## src/rtl/decoder_grant_arbiter.sv

```systemverilog
// Eight-way round-robin arbiter with registered 3-bit winner index and one-hot grant.
// A hold counter forces rotation to a waiting requester after MAX_HOLD cycles.
//
// state | meaning
// IDLE  | no grant active, sel holds the round-robin pointer
// BUSY  | requester sel owns the resource, cnt counts consecutive cycles
module decoder_grant_arbiter #(
  parameter int MAX_HOLD = 4
) (
  input  logic       clk,
  input  logic       rst_n,
  input  logic       en,
  input  logic [7:0] req,
  output logic [7:0] grant,
  output logic [2:0] sel,
  output logic       valid
);

  typedef enum logic {IDLE, BUSY} state_t;

  localparam logic [3:0] HOLD_MAX = 4'(MAX_HOLD);

  state_t     state, state_nxt;
  logic [2:0] sel_nxt;
  logic [3:0] cnt, cnt_nxt;
  logic [7:0] grant_nxt;

  logic       found, found_x;
  logic [2:0] win, win_x, idx, idx_x;

  // Full search visits sel last; the exclusion search skips it entirely.
  always_comb begin
    found   = 1'b0;
    win     = sel;
    idx     = sel;
    found_x = 1'b0;
    win_x   = sel;
    idx_x   = sel;
    for (int k = 1; k <= 8; k++) begin
      idx = sel + k[2:0];
      if (!found && req[idx]) begin
        found = 1'b1;
        win   = idx;
      end
    end
    for (int k = 1; k <= 7; k++) begin
      idx_x = sel + k[2:0];
      if (!found_x && req[idx_x]) begin
        found_x = 1'b1;
        win_x   = idx_x;
      end
    end
  end

  always_comb begin
    state_nxt = state;
    sel_nxt   = sel;
    cnt_nxt   = cnt;
    case (state)
      IDLE: begin
        if (en && found) begin
          sel_nxt   = win;
          cnt_nxt   = 4'd1;
          state_nxt = BUSY;
        end
      end
      BUSY: begin
        if (!req[sel]) begin
          if (en && found) begin
            sel_nxt = win;
            cnt_nxt = 4'd1;
          end else begin
            state_nxt = IDLE;
          end
        end else if (en && cnt == HOLD_MAX && found_x) begin
          sel_nxt = win_x;
          cnt_nxt = 4'd1;
        end else if (cnt < HOLD_MAX) begin
          cnt_nxt = cnt + 4'd1;
        end
      end
      default: state_nxt = IDLE;
    endcase
    grant_nxt = (state_nxt == BUSY) ? (8'h01 << sel_nxt) : 8'h00;
  end

  always_ff @(posedge clk) begin
    if (!rst_n) begin
      state <= IDLE;
      sel   <= 3'b111;
      cnt   <= 4'd0;
      grant <= 8'h00;
    end else begin
      state <= state_nxt;
      sel   <= sel_nxt;
      cnt   <= cnt_nxt;
      grant <= grant_nxt;
    end
  end

  assign valid = (state == BUSY);

endmodule
```

## config.mk

```make
export PLATFORM = sky130hd
export DESIGN_NAME = decoder_grant_arbiter
export DESIGN_NICKNAME = d
export VERILOG_FILES = /design/src/rtl/decoder_grant_arbiter.sv
export SDC_FILE = /design/constraint.sdc
export NUM_CORES = 1
export LEC_CHECK = 0
export BUFFER_PORTS_ARGS = -buffer_cell sky130_fd_sc_hd__buf_2
export CAP_MARGIN = 20
export CELL_PAD_IN_SITES_DETAIL_PLACEMENT = 0
export CELL_PAD_IN_SITES_GLOBAL_PLACEMENT = 1
export CORE_ASPECT_RATIO = 0.8
export CORE_MARGIN = 3
export CORE_UTILIZATION = 30
export DETAILED_ROUTE_END_ITERATION = 10
export HOLD_SLACK_MARGIN = 0.08
export MAX_ROUTING_LAYER = met4
export PLACE_DENSITY_LB_ADDON = 0.1
export SLEW_MARGIN = 15
export SYNTH_ARGS = -nofsm -noshare
export SYNTH_HDL_FRONTEND = slang
export SYNTH_SLANG_ARGS = --single-unit
export TNS_END_PERCENT = 10
```

## constraint.sdc

```tcl
create_clock -name clk -period 9.86 [get_ports clk]
set_input_delay 1.972 -clock clk [delete_from_list [all_inputs] [get_ports clk]]
set_output_delay 1.972 -clock clk [all_outputs]
set_load 0.01 [all_outputs]
```

# Word-level counts from Yosys, hierarchy flattened
# Index checks and enable logic that the tools add are counted.
# totals
output_inout_bits	12
reg_bits	16
wordCells	87
in_bits	11
# classes
bitwise_logic	1
add_sub_neg	8
n_reduce_logical	18
n_mux	44
eq_ne	2
n_shift	1
order_cmp	9
# ops
op	count
3-bit two-way mux	11
3-bit by 4-bit < comparator with 1-bit output, second input constant	8
1-bit binary-select mux with 3-bit select	8
1-bit two-way mux	18
4-bit two-way mux	4
3-bit adder, second input constant	4
1-bit logical AND	10
4-bit case mux with 2 select lines	1
1-bit by 3-bit << shifter with 8-bit output, first input constant	1
1-bit logical NOT	7
3-bit by 2-bit adder with 3-bit output, second input constant	2
3-bit case mux with 2 select lines	1
4-bit by 1-bit adder with 4-bit output, second input constant	1
4-bit by 3-bit equality test with 1-bit output, second input constant	1
4-bit by 3-bit < comparator with 1-bit output, second input constant	1
4-bit by 2-bit != test with 1-bit output, second input constant	1
3-bit by 1-bit adder with 3-bit output, second input constant	1
1-bit case mux with 2 select lines	1
2-bit AND reduction	1
1-bit inverter	1

# Logic depth before layout (Yosys ltp)
# logic_depth
word_depth	30
ltp_mapped	12
ltp_nobuf	9

# Worst setup path after synthesis
# No wires, ideal clock.
# synth_timing
path_kind	input to register
from	input port req[4]
to	register grant[0]
stages	7
arrival_time_ns	3.852
setup_slack_ns	5.864
required_time_ns	9.716
path_buffers	0
cell_sequence	mux4_2 -> mux2i_4 -> nand3_2 -> or3_1 -> a311o_2 -> xnor2_2 -> nor4_1
# synth_between
elab_chain_cells	29
word_cells_on_any_way	57
classes_between	shift (1); mux (39); reduce/logical (17)
# synth_rtl
element	line_no	text
start: declaration	13	input logic [7:0] req,
1-bit binary-select mux with 3-bit select	41, 48	
1-bit two-way mux (not written as such)	41, 48	
1-bit two-way mux	41, 48	
1-bit logical NOT	41, 48	
1-bit logical AND	41, 48	
1-bit two-way mux	41, 48	
1-bit logical NOT	41, 48	
1-bit logical AND	41, 48	
[13 not listed]	-	
1-bit logical NOT	41	if (!found && req[idx]) begin
1-bit logical AND	41	
1-bit two-way mux	41	
1-bit logical AND	61, 69	
3-bit two-way mux / 1-bit two-way mux (equally long branches)	61, 69	
3-bit two-way mux / 1-bit two-way mux (equally long branches)	68	if (!req[sel]) begin
3-bit case mux with 2 select lines / 1-bit case mux with 2 select lines (equally long branches)	59	case (state)
1-bit by 3-bit << shifter with 8-bit output / 2-bit AND reduction (equally long branches)	-	
end signal: assignment	97	grant <= grant_nxt;
end: declaration	14	output logic [7:0] grant,
# Parallel ways exist; a longest one is shown, timed or not. The select of a mux whose other input is x is not followed.
# A chain may end at the register's enable or synchronous reset.

# Worst setup path in the final report
# layout_timing
from	register sel[1]
to	register grant[0]
# layout_between
elab_chain_cells	30
word_cells_on_any_way	64
classes_between	add/sub (7); shift (1); mux (39); reduce/logical (17)
# layout_rtl
element	line_no	text
start: declaration	15	output logic [2:0] sel,
start signal: assignment	95	sel <= sel_nxt;
3-bit by 1-bit adder with 3-bit output	40, 47	
1-bit binary-select mux with 3-bit select	41, 48	
1-bit two-way mux (not written as such)	41, 48	
1-bit two-way mux	41, 48	
1-bit logical NOT	41, 48	
1-bit logical AND	41, 48	
1-bit two-way mux	41, 48	
1-bit logical NOT	41, 48	
[14 not listed]	-	
1-bit logical NOT	41	
1-bit logical AND	41	
1-bit two-way mux	41	
1-bit logical AND	61, 69	
3-bit two-way mux / 1-bit two-way mux (equally long branches)	61, 69	
3-bit two-way mux / 1-bit two-way mux (equally long branches)	68	
3-bit case mux with 2 select lines / 1-bit case mux with 2 select lines (equally long branches)	59	
1-bit by 3-bit << shifter with 8-bit output / 2-bit AND reduction (equally long branches)	-	
# Parallel ways exist; a longest one is shown, timed or not. The select of a mux whose other input is x is not followed.

==> metrics <==
status=finished, final reports clean; worst vdd ir=0.155 mV; setup bufs post-CTS=0; Hold Crit Class=reg2reg; worst-skew pair later-pin latency=0.25 ns; WP data required=10.01 ns; largest net degree at the start of global routing=27; Post-synth EDFFs=0; via/cell ratio=5.74; PD cells=328 mW/mm^2; Internal Power=0.298 mW; most frequent cells in the layout=buf_2 (22), dfxtp_1 (16); YS warnings=0; Filler Cells Inserted=538; Nets=213; RSZ-0062 raised after global routing=no; layout cells sized above 1=28.9%; antenna violations before repair=0; largest area contributor in the netlist=dfxtp_1; Remaining DRCs=0; Worst Skew=0.00110 ns; area grow syn2layout=11.7%; Most used DFF post-synth=dfxtp_1; critical path fanouts, max=19; clock share of power=9.8%; Comb power frac=72.0%; most area-consuming cells after synthesis=dfxtp_1 (20%), mux4_2 (9.7%), mux2_2 (6.9%); Synth async-reset ratio=0%; Mapped Cells=180; Avg Cell Area, Syn=9.06 um^2; root buffer cell=clkbuf_8; chip width=88.4 um; core area=0.00512 mm^2; # IOs=23; row count=23; CP Launch Type=flip-flop; max cap viols=0; CTS tree=done; WL final=4.43 mm; Post-Route Hold Slack=0.462 ns; commonest non-fill, non-tap cell in the layout=buf_2; Longest Clk Path Bufs=2; sequential share of power=18.2%; Reg clk slew, reported paths=0.06 ns; Critical Path Sink Type=flip-flop; Total GRT Usage=14.8%; First-pass DRT Iterations=4; Detail Placement HPWL=3.36 mm; final hold vios=0; post-layout util=35.5%; cts hold-fix bufs=0; NetSw=0.299 mW; DR WL/cell=17.1 um; Die Height=71.9 um; Mapped Area=0.00163 mm^2; Worst-Margin Slew=0.898 ns; synthesized net count=195; Slew HR=40.0%; switching part of the total=50.1%; Setup violations, final=0; grt total ovfl=0; first-pass GRT wire length=7.30 mm; Slew Limit Fails=0; initial core utilization=31.8%; CTS H-Tree Depth=1; ant diodes=0; # clock sinks=16; critical path class=reg2reg; Max Clk Rate=0.236 GHz; Final min period=4.23 ns; drt first-iter violations=132; Num CTS Buffers=3; #FFs+latches synth=16; post-route antenna net violation count=0; setup TNS=0 ns; Port Buffers=22; vias in the first global route=1428; RD Place Congestion=0.848; vias post-DR=1486; top cell type's share of synthesized area=19.6%; Die ar.=0.00636 mm^2; critical path arrival=4.39 ns; Seq/Total Area, Yosys=19.6%; Netlist cell types=60; Final period util=42.9%; CTS resizes=0; Pleak=0.743 nW
==> cell type report <==
type	instances	area [um^2]	share of cell area (%)
multi-input combinational	143	1210	66.4
sequential	16	320	17.6
timing repair buffer	23	118	6.46
tap	62	77.6	4.26
clock buffer	4	55.1	3.02
inverter	11	41.3	2.27
==> worst max-delay path, stage by stage, from the launching register on <==
cell and delay, ns:
dfxtp_1 0.84, inv_1 0.27, ha_1 0.73, mux4_2 0.68, mux2i_4 0.29, nand3_2 0.15, or3_1 0.33, a311o_2 0.47
xnor2_2 0.18, nor4_1 0.19
==> stage by stage <==
stage | power, mW | area (um^2) | cells | setup WS, ns
3_5_place_dp | 0.535 | 1770 | 255 | 5.46
3_3_place_gp | 0.541 | 1770 | 255 | 5.40
5_1_grt | 0.646 | 1820 | 259 | 5.32
4_1_cts | 0.596 | 1820 | 259 | 5.63
6_report | 0.598 | 1820 | 259 | 5.63
2_1_floorplan | 0.448 | 1630 | 180 | 5.86
==> registers in the layout, summed over array words and instances (netlist names) <==
| register | cells |
|---|---|
| cnt | 4 |
| valid | 1 |
| sel | 3 |
| grant | 8 |
==> power groups by stage <==
stage | sequential (mW) | clock (mW) | combinational [mW]
after global routing | 0.112 | 0.0631 | 0.471
final | 0.109 | 0.0583 | 0.430
after detailed placement | 0.110 | 0 | 0.426
after global placement | 0.109 | 0 | 0.432
after floorplan | 0.0944 | 0 | 0.354
after CTS | 0.108 | 0.0596 | 0.428
==> final timing paths <==
check	slack, ns	depth (start not counted)	to	startpoint
setup / recovery	5.63	9	grant[0]$_SDFF_PP0_	sel[1]$_SDFF_PN1_
hold / removal	0.46	2	cnt[3]$_SDFFE_PN0P_	cnt[3]$_SDFFE_PN0P_
setup reg to reg	5.63	9	grant[0]$_SDFF_PP0_	sel[1]$_SDFF_PN1_
hold reg to reg	0.46	2	cnt[3]$_SDFFE_PN0P_	cnt[3]$_SDFFE_PN0P_
==> synth_stat cells (4+ instances only) <==
master and n:
mux2_2 10, nor3_1 8, nand2_1 10, inv_1 10, ha_1 4, dfxtp_1 16, nor2_1 10, nor2b_1 7
mux4_2 7, mux2i_1 10, a21oi_1 7, a21o_1 4, nor4_1 8, o21ai_0 8
==> layer usage <==
metal  vias to the layer above  global-route usage [%]  routed length [um]
li1                        723                       -                   -
met1                       729                    22.6                2280
met2                        30                    20.9                1950
met3                         4                    2.84                 164
met4                         0                    1.51                  29
met5                         -                       -                   0
==> cells by family (layout without fill, tap and decap cells) <==
logic type / after synthesis / after routing / synth area share (%)
xor+xnor: 5 / 5 / 4.76
compound gates: 44 / 44 / 19.0
flops: 16 / 16 / 19.6
simple gates: 61 / 61 / 21.6
fa+ha+maj: 4 / 4 / 3.07
mux: 29 / 29 / 25.7
buf+inv: 21 / 38 / 6.22
Note: power is estimated with default switching activity, not from simulation.
